==> src/rtl/tdm_pkg.sv <==
// Constants and types shared by the TDM link transmit sequencer and this receive demux.
package tdm_pkg;

  localparam int NUM_SLOTS = 8;
  localparam int SLOT_W    = 3;

  localparam logic [SLOT_W-1:0] FIRST_SLOT = 3'd0;
  localparam logic [SLOT_W-1:0] LAST_SLOT  = 3'd7;

  typedef enum logic {
    HUNT   = 1'b0,
    LOCKED = 1'b1
  } tdm_state_e;

  // The slot counter wraps naturally from LAST_SLOT back to FIRST_SLOT.
  function automatic logic [SLOT_W-1:0] slot_next(input logic [SLOT_W-1:0] cur);
    return cur + 3'd1;
  endfunction

endpackage

==> src/rtl/tdm_demux_8ch_if.sv <==
// Link-side sample stream and frame-side channel outputs of the 8-slot TDM demux.
interface tdm_demux_8ch_if #(
  parameter int DATA_W = 1
) ();
  import tdm_pkg::*;

  logic [DATA_W-1:0]           din;
  logic                        din_valid;
  logic                        sync;
  logic [NUM_SLOTS*DATA_W-1:0] ch_out;
  logic                        frame_valid;
  logic                        locked;
  logic [SLOT_W-1:0]           slot;
  logic                        sync_err;

  modport master (
    output din, din_valid, sync,
    input  ch_out, frame_valid, locked, slot, sync_err
  );

  modport slave (
    input  din, din_valid, sync,
    output ch_out, frame_valid, locked, slot, sync_err
  );

endinterface

==> src/rtl/tdm_demux_8ch_dec_3to8.sv <==
// Slot index to one-hot write enable; all-zero when the beat is not being written.
module dec_3to8
  import tdm_pkg::*;
(
  input  logic [SLOT_W-1:0]    idx,
  input  logic                 en,
  output logic [NUM_SLOTS-1:0] onehot
);

  // One-hot decode of the write slot
  always_comb begin
    onehot = 8'b0;
    if (en) begin
      onehot[idx] = 1'b1;
    end else begin
      onehot = 8'b0;
    end
  end

endmodule

==> src/rtl/tdm_demux_8ch.sv <==
// Receive end of the 8-slot TDM link: locks to the slot-0 sync marker, collects one
// sample per slot and publishes each complete frame atomically with a one-cycle strobe.
module tdm_demux_8ch
  import tdm_pkg::*;
#(
  parameter int DATA_W       = 1,
  parameter bit REQUIRE_SYNC = 1'b1
) (
  input logic            clk,
  input logic            rst_n,
  tdm_demux_8ch_if.slave bus
);

  tdm_state_e                          state_q, state_d;
  logic [SLOT_W-1:0]                   slot_q, slot_d;
  logic [NUM_SLOTS-2:0][DATA_W-1:0]    shadow_q, shadow_d;
  logic [NUM_SLOTS*DATA_W-1:0]         ch_out_q, ch_out_d;
  logic                                frame_valid_q, frame_valid_d;
  logic                                sync_err_q, sync_err_d;
  logic                                locked_q, locked_d;

  logic                                wr_en_s;
  logic [SLOT_W-1:0]                   wr_idx_s;
  logic [NUM_SLOTS-1:0]                we_s;

  // Framing FSM: decides which slot (if any) the current beat lands in
  always_comb begin
    state_d    = state_q;
    slot_d     = slot_q;
    sync_err_d = 1'b0;
    wr_en_s    = 1'b0;
    wr_idx_s   = FIRST_SLOT;
    case (state_q)
      HUNT: begin
        if (bus.din_valid && bus.sync) begin
          wr_en_s = 1'b1;
          slot_d  = slot_next(FIRST_SLOT);
          state_d = LOCKED;
        end else begin
          state_d = HUNT;
        end
      end
      LOCKED: begin
        if (!bus.din_valid) begin
          state_d = LOCKED;
        end else if (bus.sync) begin
          // An early sync restarts the frame at this beat; the slot-0 shadow is overwritten.
          sync_err_d = (slot_q != FIRST_SLOT);
          wr_en_s    = 1'b1;
          slot_d     = slot_next(FIRST_SLOT);
        end else if ((slot_q == FIRST_SLOT) && REQUIRE_SYNC) begin
          sync_err_d = 1'b1;
          slot_d     = FIRST_SLOT;
          state_d    = HUNT;
        end else begin
          wr_en_s  = 1'b1;
          wr_idx_s = slot_q;
          slot_d   = slot_next(slot_q);
        end
      end
      default: begin
        state_d = HUNT;
        slot_d  = FIRST_SLOT;
      end
    endcase
    locked_d = (state_d == LOCKED);
  end

  dec_3to8 u_dec (
    .idx    (wr_idx_s),
    .en     (wr_en_s),
    .onehot (we_s)
  );

  // Shadow bank fill; the slot-7 beat bypasses the bank straight into the output frame
  always_comb begin
    shadow_d = shadow_q;
    for (int k = 0; k < NUM_SLOTS - 1; k++) begin
      if (we_s[k]) begin
        shadow_d[k] = bus.din;
      end else begin
        shadow_d[k] = shadow_q[k];
      end
    end
    if (we_s[NUM_SLOTS-1]) begin
      ch_out_d      = {bus.din, shadow_q};
      frame_valid_d = 1'b1;
    end else begin
      ch_out_d      = ch_out_q;
      frame_valid_d = 1'b0;
    end
  end

  // State, shadow and output registers
  always_ff @(posedge clk or negedge rst_n) begin
    if (!rst_n) begin
      state_q       <= HUNT;
      slot_q        <= FIRST_SLOT;
      shadow_q      <= '0;
      ch_out_q      <= '0;
      frame_valid_q <= 1'b0;
      sync_err_q    <= 1'b0;
      locked_q      <= 1'b0;
    end else begin
      state_q       <= state_d;
      slot_q        <= slot_d;
      shadow_q      <= shadow_d;
      ch_out_q      <= ch_out_d;
      frame_valid_q <= frame_valid_d;
      sync_err_q    <= sync_err_d;
      locked_q      <= locked_d;
    end
  end

  assign bus.ch_out      = ch_out_q;
  assign bus.frame_valid = frame_valid_q;
  assign bus.sync_err    = sync_err_q;
  assign bus.locked      = locked_q;
  assign bus.slot        = slot_q;

endmodule

==> src/flat_wrapper.sv <==
// flat-port wrapper written by rule: the top's interface ports become plain ports
module tdm_demux_8ch_flat import tdm_pkg::*;
#(
  parameter int DATA_W       = 1,
  parameter bit REQUIRE_SYNC = 1'b1
)
  (clk, rst_n, bus_din, bus_din_valid, bus_sync, bus_ch_out, bus_frame_valid, bus_locked, bus_slot, bus_sync_err);
  tdm_demux_8ch_if #(.DATA_W(DATA_W)) bus_i ();
  input logic clk;
  input logic rst_n;
  input wire logic [$bits(bus_i.din)-1:0] bus_din;
  input wire logic [$bits(bus_i.din_valid)-1:0] bus_din_valid;
  input wire logic [$bits(bus_i.sync)-1:0] bus_sync;
  output wire logic [$bits(bus_i.ch_out)-1:0] bus_ch_out;
  output wire logic [$bits(bus_i.frame_valid)-1:0] bus_frame_valid;
  output wire logic [$bits(bus_i.locked)-1:0] bus_locked;
  output wire logic [$bits(bus_i.slot)-1:0] bus_slot;
  output wire logic [$bits(bus_i.sync_err)-1:0] bus_sync_err;
  assign bus_i.din = bus_din;
  assign bus_i.din_valid = bus_din_valid;
  assign bus_i.sync = bus_sync;
  assign bus_ch_out = bus_i.ch_out;
  assign bus_frame_valid = bus_i.frame_valid;
  assign bus_locked = bus_i.locked;
  assign bus_slot = bus_i.slot;
  assign bus_sync_err = bus_i.sync_err;
  tdm_demux_8ch #(.DATA_W(DATA_W), .REQUIRE_SYNC(REQUIRE_SYNC)) u_core (.clk(clk), .rst_n(rst_n), .bus(bus_i));
endmodule
==> config.mk <==
export PLATFORM = sky130hd
export DESIGN_NAME = tdm_demux_8ch_flat
export DESIGN_NICKNAME = d
export VERILOG_FILES = /design/src/rtl/tdm_pkg.sv /design/src/rtl/tdm_demux_8ch_if.sv /design/src/rtl/tdm_demux_8ch_dec_3to8.sv /design/src/rtl/tdm_demux_8ch.sv /design/src/flat_wrapper.sv
export SDC_FILE = /design/constraint.sdc
export NUM_CORES = 1
export LEC_CHECK = 0
export CELL_PAD_IN_SITES_DETAIL_PLACEMENT = 0
export CELL_PAD_IN_SITES_GLOBAL_PLACEMENT = 1
export CORE_MARGIN = 2
export CORE_UTILIZATION = 43
export CTS_CLUSTER_DIAMETER = 80
export CTS_CLUSTER_SIZE = 24
export DETAILED_ROUTE_END_ITERATION = 6
export PLACE_DENSITY = 0.86
export REMOVE_ABC_BUFFERS = 1
export SYNTH_ARGS = -nofsm -noshare
export SYNTH_HDL_FRONTEND = slang
export SYNTH_SLANG_ARGS = --single-unit
==> constraint.sdc <==
create_clock -name clk -period 5.5 [get_ports clk]
set_clock_uncertainty 0.05 [all_clocks]
set_input_delay 0.55 -clock clk [delete_from_list [all_inputs] [get_ports clk]]
set_output_delay 0.55 -clock clk [all_outputs]
set_load 0.01 [all_outputs]
==> reports/qor.txt, run 1 <==
Clk Tree Root Cell: clkbuf_4
hold buffer count at CTS: 0
async set-reset flop share out of synthesis: 1.00
CTS resizes: 0
number of nets in the layout: 109
Area contributors post-synth: dfrtp_1, mux2_2, ha_1
Fin. Hold Viols: 0
FF/Latch Area: 526 µm²
Compound-Gate Fraction of Synth Area: 0.0552
r2r setup slk: 3.07 ns
layout cell share with drive strength beyond 1: 0.220
via/cell ratio: 5.20
Post-DP Area: 1180 µm²
Post-Synth XOR/XNOR Area: 0
top-area cell type share of the netlist area: 0.527
Synth Area in Adders: 0.0376
Final Non-Filler Cells: 128
sequential share of the synthesized area: 0.527
Pwr Density: 346 nW/µm²
worst-margin pin slew: 0.923 ns
Initial Util: 0.451
GP Congestion: 0.721
Total Neg Setup Slack: 0 ns
Worst Hold Class: reg2reg
Placed Cells: 124
Top FF cell, synth: dfrtp_1
most frequent cells after synthesis: dfrtp_1, mux2_2, nand2_1
Reg-to-Reg Start: u_core.bus.slot[1]
Top delay family on crit path: simple AND/OR/NAND/NOR gates
syn_area_per_cell: 12.3 µm²
clk sink count: 21
TritonCTS clock tree: built
initial antenna violation count: 0
vias in the first global route: 672
multi-input logic area: 433 µm²
fillers: 196
Slew Viols, Final: 0
Peak Freq: 412 MHz
Die Y: 52.2 µm
largest net degree at the start of global routing: 22
Area Overhead vs Synth: 21.6%
DP HPWL: 1230 µm
crit path launch: u_core.bus.slot[1]
post-synthesis cell type count: 28
vias: 665
DRC errors left: 0
#FFs+latches synth: 21
Power, Total: 0.000420 W
RSZ-0062 raised after global routing: no
Yosys warnings: 0
Cells after Synth: 81
r2r endpoint: u_core.bus.ch_out[5]
Cell Chain, Critical Path: inv_1 -> ha_1 -> nor2b_2 -> ha_1 -> nand2_1 -> nand2_1 -> nor3_4 -> mux2_2
WL/cell: 13.2 µm
Clock Latency Late Sink: 0.29 ns
Slew headroom: 0.383
first-pass GRT wire length: 2920 µm
most common cell in the synthesized netlist: dfrtp_1
critical path capture point type: flop
DRT iter0 DRCs: 1
period utilization: 0.442
Final ANT Viol Nets: 0
Die Wd: 52.2 µm
CP max stage delay: 0.52 ns
cells on worst reg2reg path: 8
Rows: 17
Syn Std Cell Area: 997 µm²
fin crit period: 2.43 ns
critical path startpoint category: flop
mux share of post-synthesis cell area: 0.169
simple-gate area share of the yosys netlist: 0.172
crit path max fanout: 9
I/O pins: 19
drt first pass iters: 3
GR Util All Layers: 0.146
combinational share of power: 0.312
TritonCTS Buffers: 3
sequential share of power: 0.514
largest family of logic cells by synthesized area: simple AND/OR/NAND/NOR gates
Sw Ratio: 0.338
EDFF count, synth: 0
Final Cell Area: 1210 µm²
Post-Route WL: 1690 µm
H-tree depth: 1
grt ovf: 0
leakage power: 0.549 nW
Levels on crit path: 8
CP required: 5.65 ns
Final setup viols: 0
PortBufs: 18
Clock power frac: 0.174
crit path DAT: 2.58 ns
final cell utilization of the core: 0.548
Pint: 0.000278 W
Worst path slowest cell: dfrtp_1
Setup crit end: u_core.bus.ch_out[5]
Clock Pin Slew Worst Setup and Hold Paths: 0.12 ns
Max Cap Viol: 0
postcts setup bufs: 0
Yosys top cell by area: dfrtp_1
Core Area: 2210 µm²
die area: 2720 µm²
Buf/Inv on CP: 1
Crit Path Class: reg2reg
CTS max path bufs: 2
Worst IR Drop VDD: 0.208 mV
Switching Power: 0.000142 W
outcome: completed
n_diodes: 0
==> metrics by stage <==
| step | setup slack [ns] | hold slack, ns |
|---|---|---|
| 6_report | 3.07 | 0.463 |
| 5_1_grt | 2.89 | 0.487 |
| 4_1_cts | 3.05 | 0.469 |
| 3_5_place_dp | 2.82 | 0.438 |
| 3_3_place_gp | 2.87 | 0.434 |
| 2_1_floorplan | 3.30 | 0.204 |
==> area by class of cell <==
cell class	instances	share of cell area
repair buffers	18	0.149
well taps	28	0.0289
clock inverters	1	0.00413
flip-flops and latches	21	0.433
inverters	3	0.00929
clock buffers	3	0.0186
multi-input cells	54	0.357
==> cell usage in the layout (no fill, tap or decap), drive strengths merged, types with 3 or more instances in the layout <==
cell type      instances
dfrtp                 21
clkdlybuf4s50         18
mux2                  15
nand2                  7
nor2                   4
o21ai                  4
inv                    3
ha                     3
clkbuf                 3
==> worst min-delay path by stage <==
stage,start,end,slack [ns],depth (start not counted)
2_1_floorplan,rst_n,u_core.bus.ch_out[0],0.20,0
3_3_place_gp,u_core.shadow_q[2],u_core.shadow_q[2],0.43,1
3_5_place_dp,u_core.shadow_q[6],u_core.bus.ch_out[6],0.44,1
4_1_cts,u_core.shadow_q[3],u_core.shadow_q[3],0.47,1
5_1_grt,u_core.shadow_q[1],u_core.shadow_q[1],0.49,1
6_report,u_core.shadow_q[3],u_core.shadow_q[3],0.46,1
==> worst reg2reg max path: cells and delay by family, from the launching register on <==
family	cells	cell delay (ns)
and+or+nand+nor	4	0.81
DFF	1	0.52
adders and majority gates	2	0.43
muxes	1	0.39
buffers and inverters	1	0.12
==> state kept, by name, summed over array words and instances (netlist names) <==
| signal | count |
|---|---|
| u_core.bus.slot | 3 |
| u_core.shadow_q | 7 |
| u_core.bus.frame_valid | 1 |
| u_core.bus.ch_out | 8 |
| u_core.state_q | 1 |
| u_core.bus.sync_err | 1 |
==> power groups by stage <==
stage,sequential (W),combinational [W],clock (W)
final,0.000216,0.000131,0.0000732
after detailed placement,0.000219,0.000131,0
after CTS,0.000216,0.000132,0.0000761
after global routing,0.000223,0.000146,0.0000820
after global placement,0.000218,0.000130,0
after floorplan,0.000218,0.0000744,0
==> per-layer routing <==
| metal | global-route usage | share of wire | up-vias |
|---|---|---|---|
| li1 | - | - | 328 |
| met5 | 0 | 0 | - |
| met2 | 0.228 | 0.49 | 8 |
| met4 | 0.0513 | 0.010 | 0 |
| met1 | 0.201 | 0.48 | 327 |
| met3 | 0.0316 | 0.021 | 2 |
==> cell families (layout without fill, tap and decap cells) <==
kind of cell / count (synthesis) / in the layout
and+or+nand+nor: 27 / 27
muxes: 15 / 15
AOI/OAI and AO/OA: 9 / 9
buffers and inverters: 6 / 25
DFF: 21 / 21
adders and majority gates: 3 / 3
Note: power is estimated with default switching activity, not from simulation.
==> run 2, diff against run 1 <==
Settings changed: CORE_UTILIZATION 43 to 36, PLACE_DENSITY 0.86 to 0.77.
Clock period 5.5 ns to 2.1 ns, I/O delays scaled along.
==> run 2 against run 1 <==
Net effect:
- clock-buffer cell count unchanged
- worst hold slack worse by 0.28 ns
- first-iteration DRC count rose to 5.0 times the previous value
- cell area up 10%
- global-route usage down 1.2 points
- routed wire length up 12%
- highest routed layer unchanged
==> reports/qor.txt, run 2 (synthesized netlist as in run 1, its figures left out) <==
Crit Path Class: reg2reg (unchanged)
crit path max fanout: 5 (was 9)
Top delay family on crit path: simple AND/OR/NAND/NOR gates (unchanged)
sequential share of power: 0.447 (was 0.514)
leakage power: 0.615 nW (was 0.549 nW)
PortBufs: 18 (unchanged)
max reg flops: 8 (unchanged)
CP max stage delay: 0.37 ns (was 0.52 ns)
Sw Ratio: 0.335 (was 0.338)
Final Cell Area: 1330 µm² (was 1210 µm²)
crit path DAT: 2.12 ns (was 2.58 ns)
Die Y: 56.6 µm (was 52.2 µm)
Die Wd: 56.6 µm (was 52.2 µm)
DRT iter0 DRCs: 5 (was 1)
Post-Route WL: 1890 µm (was 1690 µm)
drt first pass iters: 4 (was 3)
Slew headroom: 0.793 (was 0.383)
layout cell share with drive strength beyond 1: 0.363 (was 0.220)
most frequent cells in the layout: dfrtp_1, clkdlybuf4s50_1, mux2_2 (unchanged)
Fin. Hold Viols: 0 (unchanged)
H-tree depth: 1 (unchanged)
die area: 3210 µm² (was 2720 µm²)
Peak Freq: 507 MHz (was 412 MHz)
Power, Total: 0.00120 W (was 0.000420 W)
I/O pins: 19 (unchanged)
vias: 726 (was 665)
Switching Power: 0.000402 W (was 0.000142 W)
combinational share of power: 0.390 (was 0.312)
Worst Hold Class: in2async (was reg2reg)
number of nets in the layout: 122 (was 109)
Hold WS: 0.183 ns (was 0.463 ns)
Slew Viols, Final: 0 (unchanged)
vias in the first global route: 694 (was 672)
largest net degree at the start of global routing: 22 (unchanged)
Clock Pin Slew Worst Setup and Hold Paths: 0.12 ns (about the same)
Clock power frac: 0.164 (was 0.174)
Buf/Inv on CP: 2 (was 1)
via/cell ratio: 5.04 (was 5.20)
GP Congestion: 0.702 (was 0.721)
Post-DP Area: 1280 µm² (was 1180 µm²)
DP HPWL: 1430 µm (was 1230 µm)
Area Overhead vs Synth: 33.8% (was 21.6%)
worst-margin pin slew: 0.309 ns (was 0.923 ns)
first-pass GRT wire length: 3270 µm (was 2920 µm)
CTS max path bufs: 2 (unchanged)
worst slack at placement: 0.00831 ns (was 2.82 ns)
grt ovf: 0 (unchanged)
Total Neg Setup Slack: 0 ns (unchanged)
Final Worst Setup Slack: 0.126 ns (was 3.07 ns)
DRC errors left: 0 (unchanged)
TritonCTS Buffers: 3 (unchanged)
initial antenna violation count: 0 (unchanged)
Worst IR Drop VDD: 0.490 mV (was 0.208 mV)
RSZ-0062 raised after global routing: no (unchanged)
outcome: completed (unchanged)
Cell Chain, Critical Path: inv_1 -> ha_2 -> nor2b_2 -> ha_2 -> nand2_2 -> nand2_2 -> nor3_4 -> buf_6 -> mux2_2 (was inv_1 -> ha_1 -> nor2b_2 -> ha_1 -> nand2_1 -> nand2_1 -> nor3_4 -> mux2_2)
clk sink count: 21 (unchanged)
n_diodes: 0 (unchanged)
Pwr Density: 900 nW/µm² (was 346 nW/µm²)
Worst path slowest cell: dfrtp_1 (unchanged)
Pint: 0.000799 W (was 0.000278 W)
Max Cap Viol: 0 (unchanged)
CP required: 2.25 ns (was 5.65 ns)
Clock Latency Late Sink: 0.31 ns (was 0.29 ns)
commonest non-fill, non-tap cell in the layout: dfrtp_1 (unchanged)
Final setup viols: 0 (unchanged)
period utilization: 0.940 (was 0.442)
critical path startpoint category: flop (unchanged)
Core Area: 2690 µm² (was 2210 µm²)
Final ANT Viol Nets: 0 (unchanged)
Rows: 19 (was 17)
Initial Util: 0.371 (was 0.451)
critical path capture point type: flop (unchanged)
Clk Tree Root Cell: clkbuf_4 (unchanged)
TritonCTS clock tree: built (unchanged)
WL/cell: 13.1 µm (was 13.2 µm)
fin crit period: 1.97 ns (was 2.43 ns)
GR Util All Layers: 0.134 (was 0.146)
[run 2: changes by cell type in the layout (fill, tap and decap cells not counted)]
| cell | previous run | this run |
|---|---|---|
| ha_2 | 0 | 2 |
| or2_1 | 1 | 0 |
| or2_4 | 0 | 1 |
| buf_4 | 0 | 11 |
| nand2_1 | 7 | 5 |
| inv_1 | 3 | 2 |
| buf_6 | 0 | 2 |
| ha_1 | 3 | 1 |
| inv_2 | 0 | 1 |
| nand2_2 | 0 | 2 |
[run 2: final cells by class]
cell class / instances / area, µm²
Timing Repair Buffer: 31 / 285
Inverter: 3 / 11.3
Clock buffer: 3 / 22.5
Tap cell: 31 / 38.8
Multi-Input combinational cell: 54 / 445
Fill cell: 245 / 1350
Sequential cell: 21 / 526
Clock inverter: 1 / 5.00
[run 2: through the flow]
| step | utilization | instances |
|---|---|---|
| detailed placement | 0.476 | 139 |
| CTS | 0.486 | 143 |
| global placement | 0.476 | 139 |
| floorplan | - | 78 |
| finish | 0.497 | 144 |
| global route | 0.497 | 144 |
[run 2: path summary, 6_finish.rpt]
check | from | end | slack (ns) | cells after the start
max in group asynchronous | rst_n | u_core.bus.ch_out[0] | 1.61 | 2
min in group clk | u_core.shadow_q[1] | u_core.bus.ch_out[1] | 0.47 | 1
worst max register to register | u_core.bus.slot[0] | u_core.bus.ch_out[2] | 0.13 | 9
worst min-delay path | rst_n | u_core.bus.ch_out[6] | 0.18 | 2
worst max-delay path | u_core.bus.slot[0] | u_core.bus.ch_out[2] | 0.13 | 9
worst min register to register | u_core.shadow_q[1] | u_core.bus.ch_out[1] | 0.47 | 1
[run 2: layer usage]
| layer | up-vias | GRT usage | wire length (µm) |
|---|---|---|---|
| li1 | 355 | - | - |
| met1 | 358 | 0.177 | 907 |
| met2 | 9 | 0.209 | 904 |
| met3 | 4 | 0.0276 | 38 |
| met4 | 0 | 0.0612 | 37 |
| met5 | - | 0 | 0 |
[run 2: power by group through the flow]
stage / registers (W) / logic, W / clock network, W
CTS: 0.000533 / 0.000449 / 0.000204
floorplan: 0.000572 / 0.000195 / 0
global placement: 0.000538 / 0.000439 / 0
finish: 0.000536 / 0.000468 / 0.000196
detailed placement: 0.000541 / 0.000447 / 0
global route: 0.000547 / 0.000519 / 0.000222
[run 2: repair_timing]
| item | CTS | global route |
|---|---|---|
| setup buffers | 0 | 1 |
| endpoints found under the setup margin | 0 | 9 |
| hold buffers | 0 | 0 |
| resized for setup | 0 | 8 |
==> run 3, diff against run 2 <==
Settings changed: CORE_UTILIZATION 36 to 40, PLACE_DENSITY 0.77 to 0.81.
Clock period 2.1 ns to 2 ns, I/O delays scaled along.
==> run 3 against run 2 <==
Net effect:
- total power increased by 8.6%
- largest power group unchanged
- core utilization up 7.8 points
- clock-buffer cell count is the same
- combinational power increased by 16%
==> reports/qor.txt, run 3 (synthesized netlist as in run 1, its figures left out) <==
fin crit period: 1.88 ns (was 1.97 ns)
number of nets in the layout: 126 (was 122)
Clk Tree Root Cell: clkbuf_4 (unchanged)
crit path DAT: 2.03 ns (was 2.12 ns)
Post-Route WL: 1870 µm (was 1890 µm)
H-tree depth: 1 (unchanged)
Clock power frac: 0.157 (was 0.164)
DP HPWL: 1440 µm (was 1430 µm)
Final Non-Filler Cells: 147 (was 144)
vias: 758 (was 726)
Rows: 18 (was 19)
Final setup viols: 0 (unchanged)
Worst Hold Class: in2async (unchanged)
critical path capture point type: flop (unchanged)
DRT iter0 DRCs: 18 (was 5)
first-pass GRT wire length: 3080 µm (was 3270 µm)
critical path startpoint category: flop (unchanged)
Final Worst Setup Slack: 0.124 ns (was 0.126 ns)
grt ovf: 0 (unchanged)
Max Cap Viol: 0 (unchanged)
vias in the first global route: 704 (was 694)
leakage power: 0.639 nW (was 0.615 nW)
TritonCTS clock tree: built (unchanged)
I/O pins: 19 (unchanged)
Worst IR Drop VDD: 0.640 mV (was 0.490 mV)
DRC errors left: 0 (unchanged)
TritonCTS Buffers: 3 (unchanged)
initial antenna violation count: 0 (unchanged)
commonest non-fill, non-tap cell in the layout: dfrtp_1 (unchanged)
GP Congestion: 0.758 (was 0.702)
combinational share of power: 0.418 (was 0.390)
Clock Pin Slew Worst Setup and Hold Paths: 0.12 ns (about the same)
Total Neg Setup Slack: 0 ns (unchanged)
largest net degree at the start of global routing: 22 (unchanged)
Core Area: 2410 µm² (was 2690 µm²)
via/cell ratio: 5.16 (was 5.04)
sequential share of power: 0.425 (was 0.447)
Pint: 0.000870 W (was 0.000799 W)
layout cell share with drive strength beyond 1: 0.393 (was 0.363)
Crit Path Class: reg2reg (unchanged)
Clock Latency Late Sink: 0.30 ns (was 0.31 ns)
worst slack at placement: -0.0933 ns (was 0.00831 ns)
fillers: 196 (was 245)
max reg flops: 8 (unchanged)
crit path max fanout: 5 (unchanged)
die area: 2910 µm² (was 3210 µm²)
Area Overhead vs Synth: 38.9% (was 33.8%)
Initial Util: 0.414 (was 0.371)
CTS max path bufs: 2 (unchanged)
Sw Ratio: 0.333 (was 0.335)
GR Util All Layers: 0.151 (was 0.134)
Die Wd: 53.9 µm (was 56.6 µm)
most frequent cells in the layout: dfrtp_1, clkdlybuf4s50_1, buf_4 (was dfrtp_1, clkdlybuf4s50_1, mux2_2)
PortBufs: 18 (unchanged)
Final ANT Viol Nets: 0 (unchanged)
RSZ-0062 raised after global routing: no (unchanged)
Pwr Density: 941 nW/µm² (was 900 nW/µm²)
Slew Viols, Final: 0 (unchanged)
worst-margin pin slew: 0.340 ns (was 0.309 ns)
Slew headroom: 0.773 (was 0.793)
drt first pass iters: 5 (was 4)
Switching Power: 0.000434 W (was 0.000402 W)
n_diodes: 0 (unchanged)
WL/cell: 12.7 µm (was 13.1 µm)
clk sink count: 21 (unchanged)
outcome: completed (unchanged)
Fin. Hold Viols: 0 (unchanged)
period utilization: 0.938 (was 0.940)
CP required: 2.15 ns (was 2.25 ns)
Peak Freq: 533 MHz (was 507 MHz)
Die Y: 53.9 µm (was 56.6 µm)
Placed Cells: 144 (was 139)
final cell utilization of the core: 0.575 (was 0.497)
==> run 3: changes by cell type in the layout (fill, tap and decap cells not counted) <==
cell,previous run,this run
buf_4,11,15
ha_2,2,1
ha_4,0,1
inv_1,2,1
inv_2,1,2
mux2_2,15,13
mux2_4,0,2
nor2b_2,1,0
nor2b_4,0,1
==> run 3: power by group through the flow <==
stage / clock, W / sequential [W] / combinational [W]
6_report: 0.000205 / 0.000555 / 0.000545
5_1_grt: 0.000222 / 0.000567 / 0.000599
4_1_cts: 0.000213 / 0.000550 / 0.000535
3_5_place_dp: 0 / 0.000559 / 0.000521
3_3_place_gp: 0 / 0.000554 / 0.000514
2_1_floorplan: 0 / 0.000601 / 0.000205
==> run 3: per-layer routing <==
metal,share of wire,GRT usage
met1,0.46,0.209
met2,0.48,0.226
met3,0.029,0.0250
met4,0.020,0.0769
met5,0,0
==> run 3: what timing repair did <==
action	CTS	global route
resized for setup	6	7
setup buffers	0	0
hold buffers	0	0
pin swaps	4	3
endpoints found under the setup margin	9	10
==> run 3: layout make-up <==
cell class / instances / area [µm²] / area share
Timing Repair Buffer: 35 / 315 / 0.228
Sequential cell: 21 / 526 / 0.379
Clock buffer: 3 / 22.5 / 0.0163
Tap cell: 30 / 37.5 / 0.0271
Clock inverter: 1 / 5.00 / 0.00361
Multi-Input combinational cell: 54 / 468 / 0.338
Inverter: 3 / 11.3 / 0.00813
==> run 3: final timing paths <==
path / cells past startpoint / from / to / slack [ns]
setup / recovery: 8 / u_core.bus.slot[0] / u_core.shadow_q[4] / 0.12
hold / removal: 2 / rst_n / u_core.bus.ch_out[5] / 0.17
setup reg to reg: 8 / u_core.bus.slot[0] / u_core.shadow_q[4] / 0.12
hold reg to reg: 1 / u_core.shadow_q[2] / u_core.shadow_q[2] / 0.47
max in group asynchronous: 2 / rst_n / u_core.state_q / 1.52
min in group clk: 1 / u_core.shadow_q[2] / u_core.shadow_q[2] / 0.47
==> run 3: through the flow <==
step           hold WS (ns)  total power, W  area [µm²]
6_report              0.174         0.00130        1390
5_1_grt               0.211         0.00139        1390
3_5_place_dp          0.437         0.00108        1320
3_3_place_gp          0.435         0.00107        1320
4_1_cts               0.175         0.00130        1370
2_1_floorplan        -0.146        0.000805         970
==> run 3: critical path, stage by stage, from the launching register on <==
cell,delay [ns]
dfrtp_1,0.39
inv_2,0.06
ha_4,0.15
nor2b_4,0.14
ha_2,0.18
nand2_2,0.08
o211ai_1,0.16
nor3_1,0.21
mux2_2,0.35
